`config.mk`:
```
export PLATFORM = sky130hd
export DESIGN_NAME = dmem_arbiter
export DESIGN_NICKNAME = d
export VERILOG_FILES = /design/src/rtl/dmem_pkg.sv /design/src/rtl/dmem_rr_arb.sv /design/src/rtl/dmem_arbiter.sv
export SDC_FILE = /design/constraint.sdc
export NUM_CORES = 1
export LEC_CHECK = 0
export BUFFER_PORTS_ARGS = -buffer_cell sky130_fd_sc_hd__clkbuf_2
export CAP_MARGIN = 20
export CELL_PAD_IN_SITES_DETAIL_PLACEMENT = 0
export CELL_PAD_IN_SITES_GLOBAL_PLACEMENT = 1
export CORE_ASPECT_RATIO = 0.75
export CORE_UTILIZATION = 34
export DETAILED_ROUTE_END_ITERATION = 10
export HOLD_SLACK_MARGIN = 0.15
export PLACE_DENSITY_LB_ADDON = 0.2
export SLEW_MARGIN = 15
export SYNTH_ARGS = -nofsm -noshare
export SYNTH_HDL_FRONTEND = slang
export SYNTH_SLANG_ARGS = --single-unit
```
`constraint.sdc`:
```
create_clock -name clk -period 2.7 [get_ports clk]
set_input_delay 0.27 -clock clk [delete_from_list [all_inputs] [get_ports clk]]
set_output_delay 0.27 -clock clk [all_outputs]
set_load 0.01 [all_outputs]
```
`src/rtl/dmem_pkg.sv`:
```
// Shared types and helpers for the data-memory arbiter.
// Size encodings, FSM states, latched request bundle, lane merge.
package dmem_pkg;

  localparam logic [1:0] SZ_B = 2'b00;
  localparam logic [1:0] SZ_H = 2'b01;
  localparam logic [1:0] SZ_W = 2'b10;
  localparam logic [1:0] SZ_R = 2'b11;

  typedef enum logic [1:0] {
    IDLE,
    EXEC,
    RMW
  } state_t;

  typedef struct packed {
    logic        we;
    logic [1:0]  size;
    logic [31:0] wdata;
    logic        owner;
  } req_t;

  // Replace the addressed byte or halfword lane of a memory word.
  function automatic logic [31:0] lane_merge(
    input logic [31:0] word,
    input logic [31:0] wd,
    input logic [1:0]  size,
    input logic [1:0]  off
  );
    logic [31:0] r;
    r = word;
    if (size == SZ_B)
      r[{off, 3'b000} +: 8] = wd[7:0];
    else if (size == SZ_H)
      r[{off[1], 4'b0000} +: 16] = wd[15:0];
    return r;
  endfunction

endpackage

```
`src/rtl/dmem_rr_arb.sv`:
```
// Two-way round-robin grant for the data-memory arbiter.
// Pointer remembers the last granted port; ties go to the other one.
module dmem_rr_arb (
  input  logic       clk,
  input  logic       rst,
  input  logic [1:0] req,
  input  logic       upd,
  output logic [1:0] gnt
);

  logic ptr_q;

  always_ff @(posedge clk) begin
    if (rst)
      ptr_q <= 1'b1;
    else if (upd)
      ptr_q <= gnt[1];
  end

  always_comb begin
    gnt = 2'b00;
    unique case (req)
      2'b11:   gnt = ptr_q ? 2'b01 : 2'b10;
      default: gnt = req;
    endcase
  end

endmodule

```
`src/rtl/dmem_arbiter.sv`:
```
// Arbitrates LSU and DMA access to the single-port data memory.
// Sub-word stores run as read-modify-write over two cycles.
module dmem_arbiter
  import dmem_pkg::*;
#(
  parameter int MEM_WORDS = 1024,
  parameter int MEM_AW    = 10
) (
  input  logic        clk,
  input  logic        rst,
  input  logic [1:0]  req_valid,
  output logic [1:0]  req_ready,
  input  logic        req_we0,
  input  logic        req_we1,
  input  logic [1:0]  req_size0,
  input  logic [1:0]  req_size1,
  input  logic [31:0] req_addr0,
  input  logic [31:0] req_addr1,
  input  logic [31:0] req_wdata0,
  input  logic [31:0] req_wdata1,
  output logic [1:0]  resp_valid,
  output logic [31:0] resp_rdata,
  output logic        resp_err,
  output logic        mem_we,
  output logic [31:0] mem_a,
  output logic [31:0] mem_wd,
  input  logic [31:0] mem_rd
);

  localparam logic [32:0] LIMIT =
    33'(MEM_WORDS) * 33'd4;

  state_t            state_q;
  state_t            state_d;
  req_t              sel;
  req_t              cur_q;
  logic [31:0]       sel_addr;
  logic [MEM_AW+1:0] addr_q;
  logic [31:0]       merge_q;
  logic [1:0]        gnt;
  logic [1:0]        own_oh;
  logic              accept;
  logic              sel_err;
  logic              sub_st;

  dmem_rr_arb u_arb (
    .clk (clk),
    .rst (rst),
    .req (req_valid),
    .upd (accept),
    .gnt (gnt)
  );

  assign req_ready = (state_q == IDLE) ? gnt : 2'b00;
  assign accept    = |(req_valid & req_ready);

  always_comb begin
    sel.owner = gnt[1];
    sel.we    = gnt[1] ? req_we1    : req_we0;
    sel.size  = gnt[1] ? req_size1  : req_size0;
    sel.wdata = gnt[1] ? req_wdata1 : req_wdata0;
    sel_addr  = gnt[1] ? req_addr1  : req_addr0;
  end

  assign sel_err =
    (sel.size == SZ_R) ||
    (sel.size == SZ_H && sel_addr[0]) ||
    (sel.size == SZ_W && sel_addr[1:0] != 2'b00) ||
    ({1'b0, sel_addr} >= LIMIT);

  assign own_oh = cur_q.owner ? 2'b10 : 2'b01;
  assign sub_st = cur_q.we && cur_q.size != SZ_W;
  assign mem_a  = {{(32-MEM_AW){1'b0}},
                   addr_q[MEM_AW+1:2]};

  always_ff @(posedge clk) begin
    if (rst)
      state_q <= IDLE;
    else
      state_q <= state_d;
  end

  always_ff @(posedge clk) begin
    if (rst) begin
      cur_q      <= '0;
      addr_q     <= '0;
      merge_q    <= '0;
      resp_valid <= 2'b00;
      resp_rdata <= '0;
      resp_err   <= 1'b0;
    end else begin
      resp_valid <= 2'b00;
      unique case (state_q)
        IDLE: if (accept) begin
          cur_q  <= sel;
          addr_q <= sel_addr[MEM_AW+1:0];
          if (sel_err) begin
            resp_valid <= sel.owner ? 2'b10 : 2'b01;
            resp_rdata <= '0;
            resp_err   <= 1'b1;
          end
        end
        EXEC: begin
          if (sub_st) begin
            merge_q <= mem_rd;
          end else begin
            resp_valid <= own_oh;
            resp_rdata <= cur_q.we ? '0 : mem_rd;
            resp_err   <= 1'b0;
          end
        end
        RMW: begin
          resp_valid <= own_oh;
          resp_rdata <= '0;
          resp_err   <= 1'b0;
        end
        default: ;
      endcase
    end
  end

  // Writes are gated by rst so an aborted store never lands.
  always_comb begin
    state_d = state_q;
    mem_we  = 1'b0;
    mem_wd  = '0;
    unique case (state_q)
      IDLE: begin
        if (accept && !sel_err)
          state_d = EXEC;
      end
      EXEC: begin
        if (sub_st) begin
          state_d = RMW;
        end else begin
          state_d = IDLE;
          mem_we  = cur_q.we && !rst;
          mem_wd  = cur_q.we ? cur_q.wdata : '0;
        end
      end
      RMW: begin
        state_d = IDLE;
        mem_we  = !rst;
        mem_wd  = lane_merge(merge_q, cur_q.wdata,
                             cur_q.size, addr_q[1:0]);
      end
      default: state_d = IDLE;
    endcase
  end

endmodule

```
After elaboration in Yosys (flattened, before gate mapping)
Index checks and enable logic that the tools add are counted.

Register bits: 118. Bits of input ports: 170. Output and inout port bits: 102. Word-level logic and storage cells: 83.

$add $sub $neg: 2. $lt $le $gt $ge: 1. Eq/ne operators: 12. Shift operators: 4. Muxes and demuxes: 34. Bitwise operators: 1. Reduce and logical (&&, ||, !) cells: 18.

Operators by type and width (count): two-way mux 32 bit (10); case mux 32 bit (3 select lines) (1); bitwise mux 32 bit (2); case mux 32 bit (2 select lines) (1); greater-or-equal comparator 32 x 13 -> 1 bit (second input constant) (1); variable shift 16 x 7 -> 32 bit (first input constant) (1); variable shift 8 x 7 -> 32 bit (first input constant) (1); indexed part select 16 x 7 -> 32 bit (1); indexed part select 8 x 7 -> 32 bit (1); two-way mux 2 bit (11); negator 5 -> 7 bit (2); equality test 2 bit (second input constant) (4); inequality test 2 bit (second input constant) (4); equality test 2 x 1 -> 1 bit (second input constant) (3); case mux 2 bit (3 select lines) (1); logical AND 1 bit (5); two-way mux 1 bit (5); logical NOT 2 bit (2); case mux 2 bit (2 select lines) (1); AND reduction 2 bit (2); AND reduction 4 bit (1); logical OR 1 bit (3); case mux 1 bit (3 select lines) (1); nonzero test 3 bit (1); 6 further kinds (7).

Depth between registers and ports, before layout
Gate-level depths: netlist of the first run.

Depth after elaboration: 12. Depth in mapped cells: 9. Depth with buffers taken out: 7.

Cells and area by module
From an unflattened synthesis of the first run, not the netlist that was laid out.

Cell total of the unflattened synthesis: 750. Area total of the unflattened synthesis: 6104.6 µm².

Modules (own cells, without submodules): dmem_arbiter (instances 1, cells an instance 744, area an instance 6050.8 µm², seq. area each 2342.2 µm²); dmem_rr_arb (instances 1, cells an instance 6, area an instance 53.8 µm², seq. area each 20.0 µm²).

Worst setup path before layout of the first run
Ideal clock, no wire load.

Path type: register to output. From: register addr_q[0]. To: output mem_wd[10]. Data arrival time: 1906 ps. Path slack: 524 ps. Cell stages (with the launch flop): 9. Path buffers: 1. Path through: dfxtp_1 -> inv_1 -> ha_1 -> nor3_1 -> and4_1 -> clkbuf_1 -> a222oi_1 -> nand2b_1 -> a21boi_0.

Cells in the longest elaborated chain, start to end: 5. Elaborated cells on any way between the ends: 6.

Ends and longest elaborated chain: start: declaration (RTL line dmem_arbiter.sv:38) `logic [MEM_AW+1:0] addr_q;`; start signal: assignment (RTL line dmem_arbiter.sv:96) `addr_q <= sel_addr[MEM_AW+1:0];`; negator 5 -> 7 bit (*) (RTL line dmem_pkg.sv:33) `r[{off, 3'b000} +: 8] = wd[7:0];`; indexed part select 8 x 7 -> 32 bit / variable shift 8 x 7 -> 32 bit (equally long branches) (RTL line dmem_pkg.sv:33); bitwise mux 32 bit (*) (RTL line dmem_pkg.sv:33); two-way mux 32 bit (*) (RTL line dmem_pkg.sv:32) `if (size == SZ_B)`; case mux 32 bit (2 select lines) (*) (RTL line dmem_arbiter.sv:127) `unique case (state_q)`; end: declaration (RTL line dmem_arbiter.sv:26) `output logic [31:0] mem_wd,`.

Mark *: on every way between the ends. The rest lies on a longest branch, timed or not.

Worst setup path in the final report of the first run
From: register addr_q[1]. To: output mem_wd[25].

Cells in the longest elaborated chain, start to end: 6. Elaborated cells on any way between the ends: 11.

Ends and longest elaborated chain: negator 5 -> 7 bit (RTL line dmem_pkg.sv:35) `r[{off[1], 4'b0000} +: 16] = wd[15:0];`; indexed part select 16 x 7 -> 32 bit / variable shift 16 x 7 -> 32 bit (equally long branches) (RTL line dmem_pkg.sv:35); bitwise mux 32 bit (RTL line dmem_pkg.sv:35); two-way mux 32 bit (RTL line dmem_pkg.sv:34) `else if (size == SZ_H)`; two-way mux 32 bit (*) (RTL line dmem_pkg.sv:32); case mux 32 bit (2 select lines) (*) (RTL line dmem_arbiter.sv:127).

Marks and branches as above.

==> flow_summary.yaml, run 1 <==
sta:
  finalHoldViolations: 0
  relSlewSlack_pct: 51.13
  worst_pin_slew_ns: 0.7330
  layout_min_cycle_time_ns: 2.554
  tns_ns: 0
  final-setup-viol-count: 0
  worst_slack_ns: 0.1455
  timing.final.max_slew_violations: 0
  fmax_mhz: 391.5
  post-route-period-util_pct: 94.61
  finClkSkew_ns: 0.008692
synthesis:
  ys.flop_type: "dfxtp_1"
  synth_edf_count: 0
  syn_area_per_cell_um2: 8.373
  synth.most_common_cell: "nand2_1"
  synth_area_leaders: "dfxtp_1 38%, mux2i_1 13%, nand2_1 9.5%"
  yosys.area.top_type: "dfxtp_1"
  ys_types: 50
  ys_seq_elements: 118
  syn_area_um2: 6196
  synth_common_cells: "156 x nand2_1, 118 x dfxtp_1, 80 x mux2i_1"
  async_reset_ff_share_pct: 0
  ys_seq_area_share_pct: 38.13
  syn-instance-count: 740
  yosys_warnings: 0
  synth_top_area_share_pct: 38.13
clock_network:
  cts.htree.levels: 4
  clockBufferDepth: 2
  cts_sinks: 118
  cts_tree: "yes"
  cts_buffers: 17
  post-cts-setup-buffers: 0
  insertion_delay_ns: 0.42
  cts-root-buf: "clkbuf_16"
  clk_pin_slew_worst_paths_ns: 0.05
global_route:
  first_global_vias: 5767
  grt-ovfl-total: 0
  antenna_found_initial: 0
  track_usage_pct: 22.20
  grt_first_pass_wirelength_mm: 31.13
  grt_max_degree: 67
routing:
  wl_mm: 20.62
  first_pass_iters: 5
  viasPerCell: 4.929
  drtAntennaViolNets: 0
  route.detailed.drc: 0
  initialDrtViolationCount: 469
  num_vias: 6137
  wire_per_inst_um: 16.56
critical_path:
  cp_num_buf_inv: 2
  regToRegSetupSlack_ns: 0.71
  cp-end-kind: "primary output"
  cp_data_required_time_ns: 2.43
  crit_fanout: 8
  critical_path_class: "reg -> out"
  reg2reg_to: "cur_q[13]"
  r2r_cells: 4
  cp_slowest_stage_delay_ns: 0.39
  crit_path_start_kind: "flop"
  crit_path_cell_trace: "inv_1 > ha_1 > and4b_2 > a222oi_1 > nand2b_1 > a21boi_1 > clkbuf_2"
  r2r-start: "u_arb.ptr_q"
  slowest_stage: "dfxtp_2"
  cp.arrival_ns: 2.28
  critPathTopFamily: "simple AND/OR/NAND/NOR gates"
power:
  comb_power_share_pct: 12.1
  swShare_pct: 25.31
  power.switching_w: 0.001166
  ir_worst_vdd_v: 0.0003000
  leakagePower_nw: 3.558
  p_per_area_nw_per_um2: 544.3
  p_clk_share_pct: 46.9
  pwr-share-seq_pct: 41.0
  p_int_w: 0.003441
floorplan:
  initial_core_util_pct: 34.88
  die_w_um: 157.9
  die-area_um2: 18770
  num_rows: 42
  ios: 272
  core_area_um2: 17760
  die_h_um: 118.9
worst_hold_path:
  hp-start: "req_wdata0[28]"
  holdPathEnd: "cur_q[29]"
  hold_path_depth: 3
  worstHoldPathType: "in -> reg"
final_layout:
  n_fill_cell: 1841
  drive_gt1_share_pct: 31.21
  regArea_um2: 2367
  syn_to_final_growth_pct: 36.59
  finalNetCount: 1171
  antenna_cells: 0
  multiInputGateArea_um2: 3468
run:
  cap_violations: 0
status:
  status: "completed"
placement:
  dp_hpwl_mm: 15.27
  port_buffers: 249
  pre_cts_slack_ns: 0.2052
  globalplace.congestion: 0.8485
==> worst register-to-register path: cells and delay by family (launching register included) <==
kind / cells / cell delay (ns)
buffers and inverters: 1 / 0.63
AO/OA/AOI/OAI: 2 / 0.45
multiplexers: 1 / 0.43
flip-flops: 1 / 0.34
==> timing repair <==
action,in CTS,in global routing
endpoints found under the setup margin,25,31
pin swaps,1,1
gates resized for setup,6,16
endpoints found under the hold margin,62,0
cloned,0,0
hold buffers,32,0
==> cell families after synthesis <==
group	after synthesis	synth area share (%)
adders and majority gates	10	2.019
and+or+nand+nor	264	18.46
muxes	81	13.11
DFF	118	38.13
AOI/OAI and AO/OA	175	20.19
other	1	0.06052
buffers and inverters	91	8.037
==> how the worst max path moves through the flow <==
stage               startpoint          to  slack [ns]  cells after the start
floorplan            addr_q[0]  mem_wd[10]        0.52                      8
global placement     addr_q[0]  mem_wd[10]        0.25                      8
detailed placement   addr_q[0]  mem_wd[15]        0.21                      8
CTS                  addr_q[1]  mem_wd[28]       0.008                      8
global route        state_q[1]  mem_wd[12]     -0.0006                      9
finish               addr_q[1]  mem_wd[25]        0.15                      7
==> metrics by stage <==
stage	util [%]	power, W	hold slack [ns]	area, µm²	instances
floorplan	-	0.002212	0.4060	6275	761
global placement	42.50	0.002442	0.4462	7550	1182
detailed placement	42.50	0.002443	0.4493	7550	1182
CTS	47.51	0.004646	0.1570	8439	1245
global route	47.65	0.004808	0.1687	8463	1245
finish	47.65	0.004607	0.1608	8463	1245
==> state kept, by name, indices dropped and copies added (netlist names) <==
signal,count
addr_q,12
cur_q,36
merge_q,32
u_arb.ptr_q,1
state_q,2
resp_err,1
resp_valid,2
resp_rdata,32
==> routing by layer <==
layer  GRT usage, %  routed length (µm)  part of all wire (%)  vias to the layer above
met1          29.67                9675                    47                     2826
met3          6.114                1336                   6.5                        8
met4          4.551                  91                  0.44                        0
met5              0                   0                     0                        -
li1               -                   -                     -                     3083
met2          35.44                9519                    46                      220
==> layout by cell type (no fill, tap or decap), types with 2 or more instances in the layout <==
cell | Yosys | final
a222oi_1 | 14 | 14
ha_1 | 10 | 9
a22o_1 | 10 | 10
clkbuf_2 | 0 | 247
buf_2 | 5 | 2
o211ai_1 | 8 | 8
a211oi_1 | 49 | 49
a22oi_1 | 10 | 10
dlygate4sd3_1 | 0 | 32
buf_12 | 0 | 5
a21o_1 | 2 | 2
clkinv_2 | 0 | 6
clkbuf_1 | 42 | 3
nand2_1 | 156 | 156
a21boi_1 | 2 | 7
nand2b_1 | 18 | 18
nor3b_2 | 1 | 2
buf_4 | 34 | 9
bufinv_16 | 0 | 2
mux2i_1 | 80 | 80
a21oi_1 | 44 | 44
nand3_1 | 2 | 2
nor2b_1 | 14 | 13
conb_1 | 1 | 22
nor2_1 | 53 | 53
o31ai_1 | 2 | 2
clkbuf_16 | 0 | 17
o21ai_0 | 6 | 6
inv_1 | 5 | 5
o21a_1 | 4 | 3
nor4_1 | 10 | 10
a21boi_0 | 14 | 7
dfxtp_1 | 118 | 116
==> power by group through the flow <==
stage / Clock (W) / Sequential [W] / Combinational [W]
floorplan: 0 / 0.00188 / 0.000327
global placement: 0 / 0.00192 / 0.000518
detailed placement: 0 / 0.00192 / 0.000520
CTS: 0.00220 / 0.00189 / 0.000560
global route: 0.00230 / 0.00189 / 0.000612
finish: 0.00216 / 0.00189 / 0.000559
==> area by class of cell <==
| class | instances | area share [%] |
|---|---|---|
| Sequential cell | 118 | 27.97 |
| Clock buffer | 21 | 5.322 |
| Clock inverter | 10 | 1.257 |
| Tap cell | 242 | 3.578 |
| Timing Repair Buffer | 296 | 20.62 |
| Inverter | 6 | 0.2661 |
| Multi-Input combinational cell | 552 | 40.98 |
(Power assumes the default switching activity.)
==> inputs of run 2 (changes only) <==
--- a/config.mk
+++ b/config.mk
@@ -9,7 +9,7 @@
 export CAP_MARGIN = 20
 export CELL_PAD_IN_SITES_DETAIL_PLACEMENT = 0
 export CELL_PAD_IN_SITES_GLOBAL_PLACEMENT = 1
-export CORE_ASPECT_RATIO = 0.75
+export CORE_ASPECT_RATIO = 2
 export CORE_UTILIZATION = 34
 export DETAILED_ROUTE_END_ITERATION = 10
 export HOLD_SLACK_MARGIN = 0.15
@@ -17,4 +17,5 @@
 export SLEW_MARGIN = 15
 export SYNTH_ARGS = -nofsm -noshare
 export SYNTH_HDL_FRONTEND = slang
+export SYNTH_HIERARCHICAL = 1
 export SYNTH_SLANG_ARGS = --single-unit
==> flow_summary.yaml, run 2 <==
floorplan:
  ios: 272
  core_area_um2: 17700
  num_rows: 69
  initial_core_util_pct: 34.49
  die_h_um: 191.5
  die_w_um: 96.75
  die-area_um2: 18530
synthesis:
  synthSimpleGateAreaFrac_pct: 22.05
  yosys.area.top_type: "dfxtp_1"
  yosys_warnings: 6
  syn-instance-count: 750
  synth_edf_count: 0
  ys_types: 52
  ys.flop_type: "dfxtp_1"
  ys_seq_area_share_pct: 38.70
  syn_area_um2: 6105
  synth.most_common_cell: "nand2_1"
  async_reset_ff_share_pct: 0
  synth_common_cells: "164 x nand2_1, 118 x dfxtp_1, 56 x nor2_1"
  synth-compound-area-share_pct: 20.93
  synthAdderAreaFrac_pct: 2.050
  syn_area_per_cell_um2: 8.139
  synth-xor-area-share_pct: 0
  muxShareOfSynthArea_pct: 7.625
  synth_top_area_share_pct: 38.70
  synth_area_leaders: "dfxtp_1 39%, nand2_1 10%, mux2i_1 7.4%"
  synth_top_family_by_area: "simple AND/OR/NAND/NOR gates"
  ys_seq_elements: 118
clock_network:
  cts_sinks: 118
  cts-root-buf: "clkbuf_16"
  cts_buffers: 17
  cts.htree.levels: 4
  clockBufferDepth: 2
  clk_pin_slew_worst_paths_ns: 0.06
  cts_tree: "yes"
  insertion_delay_ns: 0.42
  post-cts-setup-buffers: 0
critical_path:
  endpoint: "mem_wd[25]"
  slowest_stage: "dfxtp_4"
  crit_path_cell_trace: "inv_1 > ha_1 > nor3_2 > and4b_2 > a222oi_1 > nand2b_1 > a21boi_1 > clkbuf_2"
  cp-startpoint: "addr_q[0]"
  cp.arrival_ns: 2.35
  cp-end-kind: "primary output"
  cp_data_required_time_ns: 2.43
  cp_num_buf_inv: 2
  critPathTopFamily: "simple AND/OR/NAND/NOR gates"
  cp_slowest_stage_delay_ns: 0.37
  regToRegSetupSlack_ns: 0.21
  r2r-start: "u_arb/ptr_q"
  crit_fanout: 8
  crit_path_start_kind: "flop"
  r2r_cells: 8
  path_depth: 8
  reg2reg_to: "cur_q[19]"
  critical_path_class: "reg -> out"
final_layout:
  top_register: "cur_q"
  syn_to_final_growth_pct: 40.87
  layout_common_cells: "248 x clkbuf_2, 164 x nand2_1, 116 x dfxtp_1, 55 x nor2_1, 47 x dlygate4sd3_1"
  largest_reg_flops: 36
  instances_no_fill: 1249
  design_area_um2: 8600
  reg_top3: "cur_q: 36 flops, merge_q: 32 flops, resp_rdata: 32 flops"
  final_common_cell: "clkbuf_2"
  drive_gt1_share_pct: 31.79
  finalNetCount: 1202
routing:
  first_pass_iters: 5
  wl_mm: 21.79
  initialDrtViolationCount: 418
  route.detailed.drc: 0
  num_vias: 6392
  drtAntennaViolNets: 0
  wire_per_inst_um: 17.44
  viasPerCell: 5.118
sta:
  layout_min_cycle_time_ns: 2.619
  timing.final.max_slew_violations: 0
  fmax_mhz: 381.9
  worst_pin_slew_ns: 0.6241
  post-route-period-util_pct: 96.98
  final-setup-viol-count: 0
  relSlewSlack_pct: 58.12
  finClkSkew_ns: 0.006448
  finalHoldViolations: 0
  tns_ns: 0
  rsz0062_at_grt: "no"
  whs_ns: 0.1572
global_route:
  grt-ovfl-total: 0
  first_global_vias: 6207
  antenna_found_initial: 1
  grt_max_degree: 55
  track_usage_pct: 23.25
  grt_first_pass_wirelength_mm: 33.35
power:
  comb_power_share_pct: 13.9
  pwr-share-seq_pct: 37.7
  p_int_w: 0.003718
  power.switching_w: 0.001340
  p_per_area_nw_per_um2: 588.1
  p_total_w: 0.005058
  p_clk_share_pct: 48.4
  ir_worst_vdd_v: 0.0004025
  swShare_pct: 26.49
  leakagePower_nw: 3.652
placement:
  dp_hpwl_mm: 16.78
  port_buffers: 249
  dp_cells: 1169
  globalplace.congestion: 0.8866
  placed_cell_area_um2: 7441
run:
  cap_violations: 0
worst_hold_path:
  worstHoldPathType: "in -> reg"
status:
  status: "completed"
[run 2: worst min-delay path: stages]
cell	delay, ns
clkbuf_2	0.08
a221oi_1	0.06
nor3_1	0.12
[run 2: power groups by stage]
| stage | Sequential (W) | Clock (W) | Combinational, W |
|---|---|---|---|
| 2_1_floorplan | 0.00190 | 0 | 0.000414 |
| 3_3_place_gp | 0.00194 | 0 | 0.000641 |
| 3_5_place_dp | 0.00194 | 0 | 0.000644 |
| 4_1_cts | 0.00190 | 0.00249 | 0.000708 |
| 5_1_grt | 0.00191 | 0.00255 | 0.000774 |
| 6_report | 0.00191 | 0.00245 | 0.000703 |
[run 2: layout make-up]
class	count	area, µm²
Antenna cell	1	2.502
Multi-Input combinational cell	555	3343
Inverter	10	37.54
Clock buffer	18	439.2
Sequential cell	118	2367
Fill cell	1824	9099
Tap cell	213	266.5
Timing Repair Buffer	320	1942
Clock inverter	14	201.4
[run 2: how the worst min path moves through the flow]
| stage | startpoint | to | slack (ns) | cells past startpoint |
|---|---|---|---|---|
| after floorplan | rst | u_arb/ptr_q | 0.36 | 1 |
| after global placement | resp_rdata[22] | resp_rdata[22] | 0.45 | 2 |
| after detailed placement | cur_q[32] | cur_q[32] | 0.45 | 2 |
| after CTS | req_wdata0[1] | cur_q[2] | 0.15 | 3 |
| after global routing | req_wdata0[1] | cur_q[2] | 0.17 | 3 |
| final | req_wdata1[28] | cur_q[29] | 0.16 | 3 |
[run 2: logic make-up after synthesis]
| group | Yosys count |
|---|---|
| adder cells (fa/ha/maj) | 10 |
| other | 1 |
| buffers and inverters | 98 |
| flip-flops | 118 |
| AO/OA/AOI/OAI | 171 |
| AND/OR/NAND/NOR | 306 |
| multiplexers | 46 |
[run 2: timing repair]
action | 4_1_cts | 5_1_grt
endpoints found under the hold margin | 72 | 0
resized for setup | 9 | 7
endpoints found under the setup margin | 29 | 25
pin swaps | 1 | 3
hold buffers | 47 | 0
[run 2: layer usage]
layer,up-vias,GRT usage [%],part of all wire (%)
li1,3163,-,-
met1,2945,24.49,38
met2,242,44.18,54
met3,42,4.022,4.2
met4,0,10.79,3.5
met5,-,0,0
[run 2: per-stage QoR]
step	setup slack (ns)	utilization [%]
2_1_floorplan	0.4435	-
3_3_place_gp	0.2140	42.04
3_5_place_dp	0.1077	42.04
4_1_cts	0.003077	48.46
5_1_grt	0.002055	48.59
6_report	0.08145	48.59
